`src/rtl/decode_pkg.sv`:
```
// Shared decode constants: RV32I opcodes, one-hot class indices, ALU codes,
// immediate formats and the registered decode-slot payload.
package decode_pkg;

    localparam int unsigned OPC_W = 7;
    localparam int unsigned CLS_W = 11;
    localparam int unsigned ALU_W = 4;
    localparam int unsigned REG_W = 5;
    localparam int unsigned F3_W  = 3;
    localparam int unsigned IMM_W = 32;

    // Major opcodes (instr[6:0])
    localparam logic [OPC_W-1:0] OPC_LUI    = 7'b0110111;
    localparam logic [OPC_W-1:0] OPC_AUIPC  = 7'b0010111;
    localparam logic [OPC_W-1:0] OPC_JAL    = 7'b1101111;
    localparam logic [OPC_W-1:0] OPC_JALR   = 7'b1100111;
    localparam logic [OPC_W-1:0] OPC_BRANCH = 7'b1100011;
    localparam logic [OPC_W-1:0] OPC_LOAD   = 7'b0000011;
    localparam logic [OPC_W-1:0] OPC_STORE  = 7'b0100011;
    localparam logic [OPC_W-1:0] OPC_OPIMM  = 7'b0010011;
    localparam logic [OPC_W-1:0] OPC_OP     = 7'b0110011;
    localparam logic [OPC_W-1:0] OPC_FENCE  = 7'b0001111;
    localparam logic [OPC_W-1:0] OPC_SYSTEM = 7'b1110011;

    // Bit positions in the one-hot class vector
    localparam int unsigned CLS_LUI    = 0;
    localparam int unsigned CLS_AUIPC  = 1;
    localparam int unsigned CLS_JAL    = 2;
    localparam int unsigned CLS_JALR   = 3;
    localparam int unsigned CLS_BRANCH = 4;
    localparam int unsigned CLS_LOAD   = 5;
    localparam int unsigned CLS_STORE  = 6;
    localparam int unsigned CLS_OPIMM  = 7;
    localparam int unsigned CLS_OP     = 8;
    localparam int unsigned CLS_FENCE  = 9;
    localparam int unsigned CLS_SYSTEM = 10;

    // ALU operation codes
    localparam logic [ALU_W-1:0] ALU_ADD  = 4'd0;
    localparam logic [ALU_W-1:0] ALU_SUB  = 4'd1;
    localparam logic [ALU_W-1:0] ALU_SLL  = 4'd2;
    localparam logic [ALU_W-1:0] ALU_SLT  = 4'd3;
    localparam logic [ALU_W-1:0] ALU_SLTU = 4'd4;
    localparam logic [ALU_W-1:0] ALU_XOR  = 4'd5;
    localparam logic [ALU_W-1:0] ALU_SRL  = 4'd6;
    localparam logic [ALU_W-1:0] ALU_SRA  = 4'd7;
    localparam logic [ALU_W-1:0] ALU_OR   = 4'd8;
    localparam logic [ALU_W-1:0] ALU_AND  = 4'd9;

    typedef enum logic [2:0] {
        IMM_NONE = 3'd0,
        IMM_I    = 3'd1,
        IMM_S    = 3'd2,
        IMM_B    = 3'd3,
        IMM_U    = 3'd4,
        IMM_J    = 3'd5
    } imm_fmt_e;

    // Decoded fields carried in the pipeline slot (PC is kept separately)
    typedef struct packed {
        logic [REG_W-1:0] rs1;
        logic [REG_W-1:0] rs2;
        logic [REG_W-1:0] rd;
        logic [F3_W-1:0]  funct3;
        logic [IMM_W-1:0] imm;
        logic [CLS_W-1:0] opcode;
        logic [ALU_W-1:0] alu;
        logic             illegal;
        logic             ecall;
        logic             ebreak;
    } decode_slot_t;

    // One-hot class vector with only bit idx set
    function automatic logic [CLS_W-1:0] onehot(input int unsigned idx);
        return CLS_W'(1) << idx;
    endfunction

    // Classes that read rs1 / rs2
    localparam logic [CLS_W-1:0] RS1_USERS = onehot(CLS_JALR)  | onehot(CLS_BRANCH) |
                                             onehot(CLS_LOAD)  | onehot(CLS_STORE)  |
                                             onehot(CLS_OPIMM) | onehot(CLS_OP)     |
                                             onehot(CLS_SYSTEM);
    localparam logic [CLS_W-1:0] RS2_USERS = onehot(CLS_BRANCH) | onehot(CLS_STORE) |
                                             onehot(CLS_OP);

endpackage

```
`src/rtl/imm_gen.sv`:
```
// Combinational RV32I immediate extraction; all formats sign-extend from instr[31].
module imm_gen
    import decode_pkg::*;
(
    input  logic [31:0]      instr,
    input  imm_fmt_e         fmt,
    output logic [IMM_W-1:0] imm
);

    // Select and assemble the immediate for the requested format
    always_comb begin
        imm = '0;
        case (fmt)
            IMM_I:   imm = {{20{instr[31]}}, instr[31:20]};
            IMM_S:   imm = {{20{instr[31]}}, instr[31:25], instr[11:7]};
            IMM_B:   imm = {{19{instr[31]}}, instr[31], instr[7], instr[30:25], instr[11:8], 1'b0};
            IMM_U:   imm = {instr[31:12], 12'b0};
            IMM_J:   imm = {{11{instr[31]}}, instr[31], instr[19:12], instr[20], instr[30:21], 1'b0};
            default: imm = '0;
        endcase
    end

endmodule

```
`src/rtl/instruction_decode.sv`:
```
// RV32I decode stage: one registered slot, load-use bubble insertion and
// stall/flush forwarding. Optional feature macro: DECODE_ILLEGAL_EN enables
// the illegal/ecall/ebreak flags; otherwise they are tied to 0.
module instruction_decode
    import decode_pkg::*;
#(
    parameter int unsigned IWIDTH   = 32,
    parameter int unsigned PC_WIDTH = 32
) (
    input  logic                d_clk,
    input  logic                d_rst,
    input  logic [IWIDTH-1:0]   d_i_instr,
    input  logic [PC_WIDTH-1:0] d_i_pc,
    input  logic                d_i_ce,
    input  logic                d_i_stall,
    input  logic                d_i_flush,
    output logic                d_o_ce,
    output logic                d_o_stall,
    output logic                d_o_flush,
    output logic [PC_WIDTH-1:0] d_o_pc,
    output logic [REG_W-1:0]    d_o_addr_rs1,
    output logic [REG_W-1:0]    d_o_addr_rs2,
    output logic [REG_W-1:0]    d_o_addr_rd,
    output logic [F3_W-1:0]     d_o_funct3,
    output logic [IMM_W-1:0]    d_o_imm,
    output logic [CLS_W-1:0]    d_o_opcode,
    output logic [ALU_W-1:0]    d_o_alu,
    output logic                d_o_illegal,
    output logic                d_o_ecall,
    output logic                d_o_ebreak
);

    logic [31:0]      instr;
    logic [OPC_W-1:0] opc;
    logic [F3_W-1:0]  f3;
    logic [6:0]       f7;
    logic [CLS_W-1:0] cls;
    imm_fmt_e         fmt;
    logic [IMM_W-1:0] imm;
    logic [ALU_W-1:0] alu;
    logic             illegal;
    logic             ecall;
    logic             ebreak;
    decode_slot_t     dec;

    decode_slot_t     slot_q;
    logic [PC_WIDTH-1:0] pc_q;
    logic             ce_q;
    logic             flush_q;

    logic             uses_rs1;
    logic             uses_rs2;
    logic             rs1_hit;
    logic             rs2_hit;
    logic             hz;

    assign instr = d_i_instr[31:0];
    assign opc   = instr[6:0];
    assign f3    = instr[14:12];
    assign f7    = instr[31:25];

    // Opcode to one-hot class and immediate format
    always_comb begin
        cls = '0;
        fmt = IMM_NONE;
        case (opc)
            OPC_LUI:    begin cls = onehot(CLS_LUI);    fmt = IMM_U; end
            OPC_AUIPC:  begin cls = onehot(CLS_AUIPC);  fmt = IMM_U; end
            OPC_JAL:    begin cls = onehot(CLS_JAL);    fmt = IMM_J; end
            OPC_JALR:   begin cls = onehot(CLS_JALR);   fmt = IMM_I; end
            OPC_BRANCH: begin cls = onehot(CLS_BRANCH); fmt = IMM_B; end
            OPC_LOAD:   begin cls = onehot(CLS_LOAD);   fmt = IMM_I; end
            OPC_STORE:  begin cls = onehot(CLS_STORE);  fmt = IMM_S; end
            OPC_OPIMM:  begin cls = onehot(CLS_OPIMM);  fmt = IMM_I; end
            OPC_OP:     begin cls = onehot(CLS_OP);     fmt = IMM_NONE; end
            OPC_FENCE:  begin cls = onehot(CLS_FENCE);  fmt = IMM_NONE; end
            OPC_SYSTEM: begin cls = onehot(CLS_SYSTEM); fmt = IMM_I; end
            default:    begin cls = '0;                 fmt = IMM_NONE; end
        endcase
    end

    imm_gen u_imm_gen (
        .instr (instr),
        .fmt   (fmt),
        .imm   (imm)
    );

    // ALU operation: funct3/instr[30] for OP and OPIMM, SUB for branches, else ADD
    always_comb begin
        alu = ALU_ADD;
        if ((opc == OPC_OP) || (opc == OPC_OPIMM)) begin
            case (f3)
                3'd0:    alu = ((opc == OPC_OP) && instr[30]) ? ALU_SUB : ALU_ADD;
                3'd1:    alu = ALU_SLL;
                3'd2:    alu = ALU_SLT;
                3'd3:    alu = ALU_SLTU;
                3'd4:    alu = ALU_XOR;
                3'd5:    alu = instr[30] ? ALU_SRA : ALU_SRL;
                3'd6:    alu = ALU_OR;
                default: alu = ALU_AND;
            endcase
        end else if (opc == OPC_BRANCH) begin
            alu = ALU_SUB;
        end
    end

`ifdef DECODE_ILLEGAL_EN
    // Exception flags: unknown opcode, bad funct7 encodings, ecall/ebreak words
    always_comb begin
        illegal = (cls == '0);
        if (opc == OPC_OP) begin
            if (!((f7 == 7'h00) || ((f7 == 7'h20) && ((f3 == 3'd0) || (f3 == 3'd5))))) begin
                illegal = 1'b1;
            end
        end else if (opc == OPC_OPIMM) begin
            if ((f3 == 3'd1) && (f7 != 7'h00)) begin
                illegal = 1'b1;
            end
            if ((f3 == 3'd5) && (f7 != 7'h00) && (f7 != 7'h20)) begin
                illegal = 1'b1;
            end
        end
        ecall  = (instr == 32'h0000_0073);
        ebreak = (instr == 32'h0010_0073);
    end
`else
    assign illegal = 1'b0;
    assign ecall   = 1'b0;
    assign ebreak  = 1'b0;
`endif

    // Assemble the next slot contents from the presented instruction
    always_comb begin
        dec         = '0;
        dec.rs1     = instr[19:15];
        dec.rs2     = instr[24:20];
        dec.rd      = instr[11:7];
        dec.funct3  = f3;
        dec.imm     = imm;
        dec.opcode  = cls;
        dec.alu     = alu;
        dec.illegal = illegal;
        dec.ecall   = ecall;
        dec.ebreak  = ebreak;
    end

    // Load-use hazard: held LOAD writes a register the presented instruction reads
    assign uses_rs1  = |(cls & RS1_USERS);
    assign uses_rs2  = |(cls & RS2_USERS);
    assign rs1_hit   = uses_rs1 && (instr[19:15] == slot_q.rd);
    assign rs2_hit   = uses_rs2 && (instr[24:20] == slot_q.rd);
    assign hz        = ce_q && slot_q.opcode[CLS_LOAD] && (slot_q.rd != '0) &&
                       d_i_ce && (rs1_hit || rs2_hit);
    assign d_o_stall = d_i_stall | hz;

    // Pipeline slot: flush > stall > hazard bubble > load
    always_ff @(posedge d_clk or negedge d_rst) begin
        if (!d_rst) begin
            slot_q  <= '0;
            pc_q    <= '0;
            ce_q    <= 1'b0;
            flush_q <= 1'b0;
        end else if (d_i_flush) begin
            ce_q    <= 1'b0;
            flush_q <= 1'b1;
        end else begin
            flush_q <= 1'b0;
            if (!d_i_stall) begin
                if (hz) begin
                    ce_q <= 1'b0;
                end else begin
                    slot_q <= dec;
                    pc_q   <= d_i_pc;
                    ce_q   <= d_i_ce;
                end
            end
        end
    end

    assign d_o_ce       = ce_q;
    assign d_o_flush    = flush_q;
    assign d_o_pc       = pc_q;
    assign d_o_addr_rs1 = slot_q.rs1;
    assign d_o_addr_rs2 = slot_q.rs2;
    assign d_o_addr_rd  = slot_q.rd;
    assign d_o_funct3   = slot_q.funct3;
    assign d_o_imm      = slot_q.imm;
    assign d_o_opcode   = slot_q.opcode;
    assign d_o_alu      = slot_q.alu;
    assign d_o_illegal  = slot_q.illegal;
    assign d_o_ecall    = slot_q.ecall;
    assign d_o_ebreak   = slot_q.ebreak;

endmodule

```
`config.mk`:
```
export PLATFORM = sky130hd
export DESIGN_NAME = instruction_decode
export DESIGN_NICKNAME = d
export VERILOG_FILES = /design/src/rtl/decode_pkg.sv /design/src/rtl/imm_gen.sv /design/src/rtl/instruction_decode.sv
export SDC_FILE = /design/constraint.sdc
export NUM_CORES = 1
export LEC_CHECK = 0
export CAP_MARGIN = 20
export CELL_PAD_IN_SITES_DETAIL_PLACEMENT = 1
export CELL_PAD_IN_SITES_GLOBAL_PLACEMENT = 1
export CORE_MARGIN = 2
export CORE_UTILIZATION = 30
export CTS_CLUSTER_DIAMETER = 120
export CTS_CLUSTER_SIZE = 16
export DETAILED_ROUTE_END_ITERATION = 8
export GPL_TIMING_DRIVEN = 1
export MAX_ROUTING_LAYER = met4
export PLACE_DENSITY = 0.77
export SKIP_LAST_GASP = 1
export SLEW_MARGIN = 20
export SYNTH_ARGS = -nofsm -noshare
export SYNTH_HDL_FRONTEND = slang
export SYNTH_HIERARCHICAL = 1
export SYNTH_SLANG_ARGS = --single-unit
```
`constraint.sdc`:
```
create_clock -name d_clk -period 3.1 [get_ports d_clk]
set_input_delay 0.62 -clock d_clk [delete_from_list [all_inputs] [get_ports d_clk]]
set_output_delay 0.62 -clock d_clk [all_outputs]
set_load 0.1 [all_outputs]
```
==> flow_summary.toml, run 1 <==
[status]
status = "complete, no violations"

[sta]
tightest_slew_ns = 0.7208
drv_slew = 0
fin_skew_ns = 0.01276
finalSetupViolCount = 0
final_hold_viol_count = 0
finalCritPeriodShare = 0.9686
fin_crit_ns = 3.003
relSlewSlack = 0.5174
rsz0062_at_grt = "no"
tns_ns = 0
max_freq_ghz = 0.3330

[synthesis]
syn_area_um2 = 4633
synth_most_common_cell = "dfrtp_1"
synthFlopType = "dfrtp_1"
async_flop_share = 1.000
syn_area_per_cell_um2 = 12.98
synth_cells = 357
ys_ff_latch = 99
synth_edf_count = 0
synth_area_leaders = "dfrtp_1, mux2_2, mux2_4, nand2_1, o21ai_0"
synth_cell_types = 50
yosysSeqAreaShare = 0.5347
yosysTopAreaCell = "dfrtp_1"
yosys_warnings = 6
synth_common_cells = "dfrtp_1, mux2_2, mux2_4, nand2_1, o21ai_0"
yosysTopAreaCellShare = 0.5347

[critical_path]
reg2reg_to = "d_o_pc[3]$_DFFE_PN0P_"
crit_chain = "clkdlybuf4s50_1 > nand4bb_4 > or3_1 > a2bb2oi_2 > nor2_1 > or2_2 > buf_12"
r2r_cells = 5
critPathLaunch = "d_i_instr[3]"
reg2reg_slack_ns = 0.76
reg2reg_from = "d_o_addr_rd[3]$_DFFE_PN0P_"
cpMaxStageDelayCell = "clkdlybuf4s50_1"
setup.worst_path.class = "in -> out"
crit_required_ns = 2.48
arrival_ns = 2.38
start_kind = "primary input"
path_max_fanout = 2
max_stage_delay_ns = 0.43
setup.worst_path.end = "d_o_stall"
endpoint_kind = "output port"

[floorplanning]
start_util = 0.3059
fp.dieH_um = 128.3
die_w_um = 128.3
pin_count = 172
fp-row-count = 45
die-area_um2 = 16450
core_um2 = 15150

[grt]
gr-total-overflow = 0
grt_pass1_vias = 3686
grt.total_usage = 0.1631
antenna_found_initial = 0
grt_first_pass_wirelength_um = 19950
grt_max_degree = 57

[routing]
wl_per_cell_um = 17.56
viasPerCell = 4.705
drc = 0
num_vias = 3449
drt_first_iter_violations = 99
routed_wl_um = 12870
first_pass_iters = 4
ant_nets = 0

[run]
maxCapViolations = 0

[placement]
placed_cell_area_um2 = 6404
gp_congestion = 0.7492
dp_hpwl_um = 9950
port_buffers = 168

[finish]
syn_to_final_growth_pct = 44.88
final_net_count = 610
stdcell_area_um2 = 6713
drive_above_1_share = 0.4532
antenna_cells = 0

[cts]
path_clk_slew_ns = 0.06
cts_tree = "built"
cts_root_buf = "clkbuf_16"
cts_buffer_depth = 2
cts_max_level = 3
clk_latency_ns = 0.34
cts-buffers-inserted = 9
cts.sinks = 99

[power]
vdd_drop_max_mv = 0.3044
power_density_nw_per_um2 = 614.9
leakage_uw = 0.003188
power_uw = 4128

[hold_path]
min_path_type = "in -> async"
power by group:
group / leakage (uW) / internal [uW] / switching [uW]
Clock: 0.000146 / 665 / 465
Combinational: 0.00178 / 402 / 1110
Sequential: 0.00126 / 1410 / 77.8
Total: 0.00319 / 2480 / 1650
state kept, by name, summed over array words and instances (netlist names), 3 cells and up:
name	cells
d_o_opcode	11
d_o_imm	32
d_o_addr_rs1	5
d_o_alu	4
d_o_pc	32
d_o_addr_rd	5
d_o_addr_rs2	5
d_o_funct3	3
stage by stage:
step / hold WS (ns) / setup WS, ns / util / cells
6_report: 0.2651 / 0.09720 / 0.4432 / 733
5_1_grt: 0.2989 / 0.003928 / 0.4432 / 733
2_1_floorplan: 0.3244 / 0.2816 / - / 359
4_1_cts: 0.2813 / 0.07438 / 0.4427 / 733
3_3_place_gp: 0.4921 / -0.07017 / 0.4228 / 718
3_5_place_dp: 0.4949 / -0.07349 / 0.4228 / 718
placed cells by master (no fill, tap or decap), types with 3 or more instances in the layout:
cell,n
o21ai_0,15
nand3_1,3
nor2_1,12
mux2_2,67
dfrtp_1,99
a21oi_1,4
inv_1,7
buf_12,4
mux2_4,25
nor3_1,9
o21ai_1,3
clkbuf_16,9
xor2_1,7
and2_1,6
xnor2_1,3
a21o_1,8
a22o_1,3
nand2_1,23
or2_2,3
buf_4,124
o22ai_1,4
clkdlybuf4s50_1,67
conb_1,3
worst max-delay path, delay by kind of cell:
kind | cells | cell delay, ns
AND/OR/NAND/NOR | 4 | 0.99
buffers and inverters | 2 | 0.60
AO/OA/AOI/OAI | 1 | 0.16
repair_timing:
action                                  in CTS  in global routing
resized for setup                            2                  1
pin swaps                                    0                  0
endpoints found under the setup margin       1                  1
hold buffers                                 0                  0
setup buffers                                0                  0
metal layers:
layer / wire length [um] / track usage
met2: 6100 / 0.2528
met4: 133 / 0.04460
met5: 0 / -
met1: 5862 / 0.2120
met3: 778 / 0.04299
cell families (layout without fill, tap and decap cells):
logic type,after synthesis,count (layout),share of synthesized area
simple gates,74,74,0.08885
flops,99,99,0.5347
compound gates,49,49,0.07049
xor+xnor,10,10,0.01890
buf+inv,31,217,0.04024
other cells,1,3,0.0008094
mux,93,93,0.2460
how the worst min path moves through the flow:
stage / to / slack [ns] / startpoint
3_5_place_dp: d_o_pc[22]$_DFFE_PN0P_ / 0.49 / d_o_pc[22]$_DFFE_PN0P_
6_report: d_o_imm[10]$_DFFE_PN0P_ / 0.27 / d_rst
3_3_place_gp: d_o_funct3[2]$_DFFE_PN0P_ / 0.49 / d_o_funct3[2]$_DFFE_PN0P_
4_1_cts: d_o_imm[10]$_DFFE_PN0P_ / 0.28 / d_rst
2_1_floorplan: d_o_addr_rd[0]$_DFFE_PN0P_ / 0.32 / d_rst
5_1_grt: d_o_imm[10]$_DFFE_PN0P_ / 0.30 / d_rst
area by class of cell:
cell class,instances,area (um^2)
fillers,1594,8433
flip-flops and latches,99,2477
multi-input cells,229,1997
repair buffers,195,1682
clock buffers,13,260.3
well taps,188,235.2
clock inverters,2,35.03
inverters,7,26.28
Power figures use the tool's default switching activity.
==> run 2: changes to the inputs <==
--- a/config.mk
+++ b/config.mk
@@ -22,3 +22,4 @@
 export SYNTH_HDL_FRONTEND = slang
 export SYNTH_HIERARCHICAL = 1
 export SYNTH_SLANG_ARGS = --single-unit
+export TNS_END_PERCENT = 5
==> results of run 2 <==
The final DEF is identical to that of run 1; final timing and power are the same.
==> run 3: changes to the inputs <==
--- a/config.mk
+++ b/config.mk
@@ -5,7 +5,7 @@
 export SDC_FILE = /design/constraint.sdc
 export NUM_CORES = 1
 export LEC_CHECK = 0
-export CAP_MARGIN = 20
+export CAP_MARGIN = 0
 export CELL_PAD_IN_SITES_DETAIL_PLACEMENT = 1
 export CELL_PAD_IN_SITES_GLOBAL_PLACEMENT = 1
 export CORE_MARGIN = 2
==> results of run 3 <==
The final DEF is identical to that of run 1; final timing and power are the same.
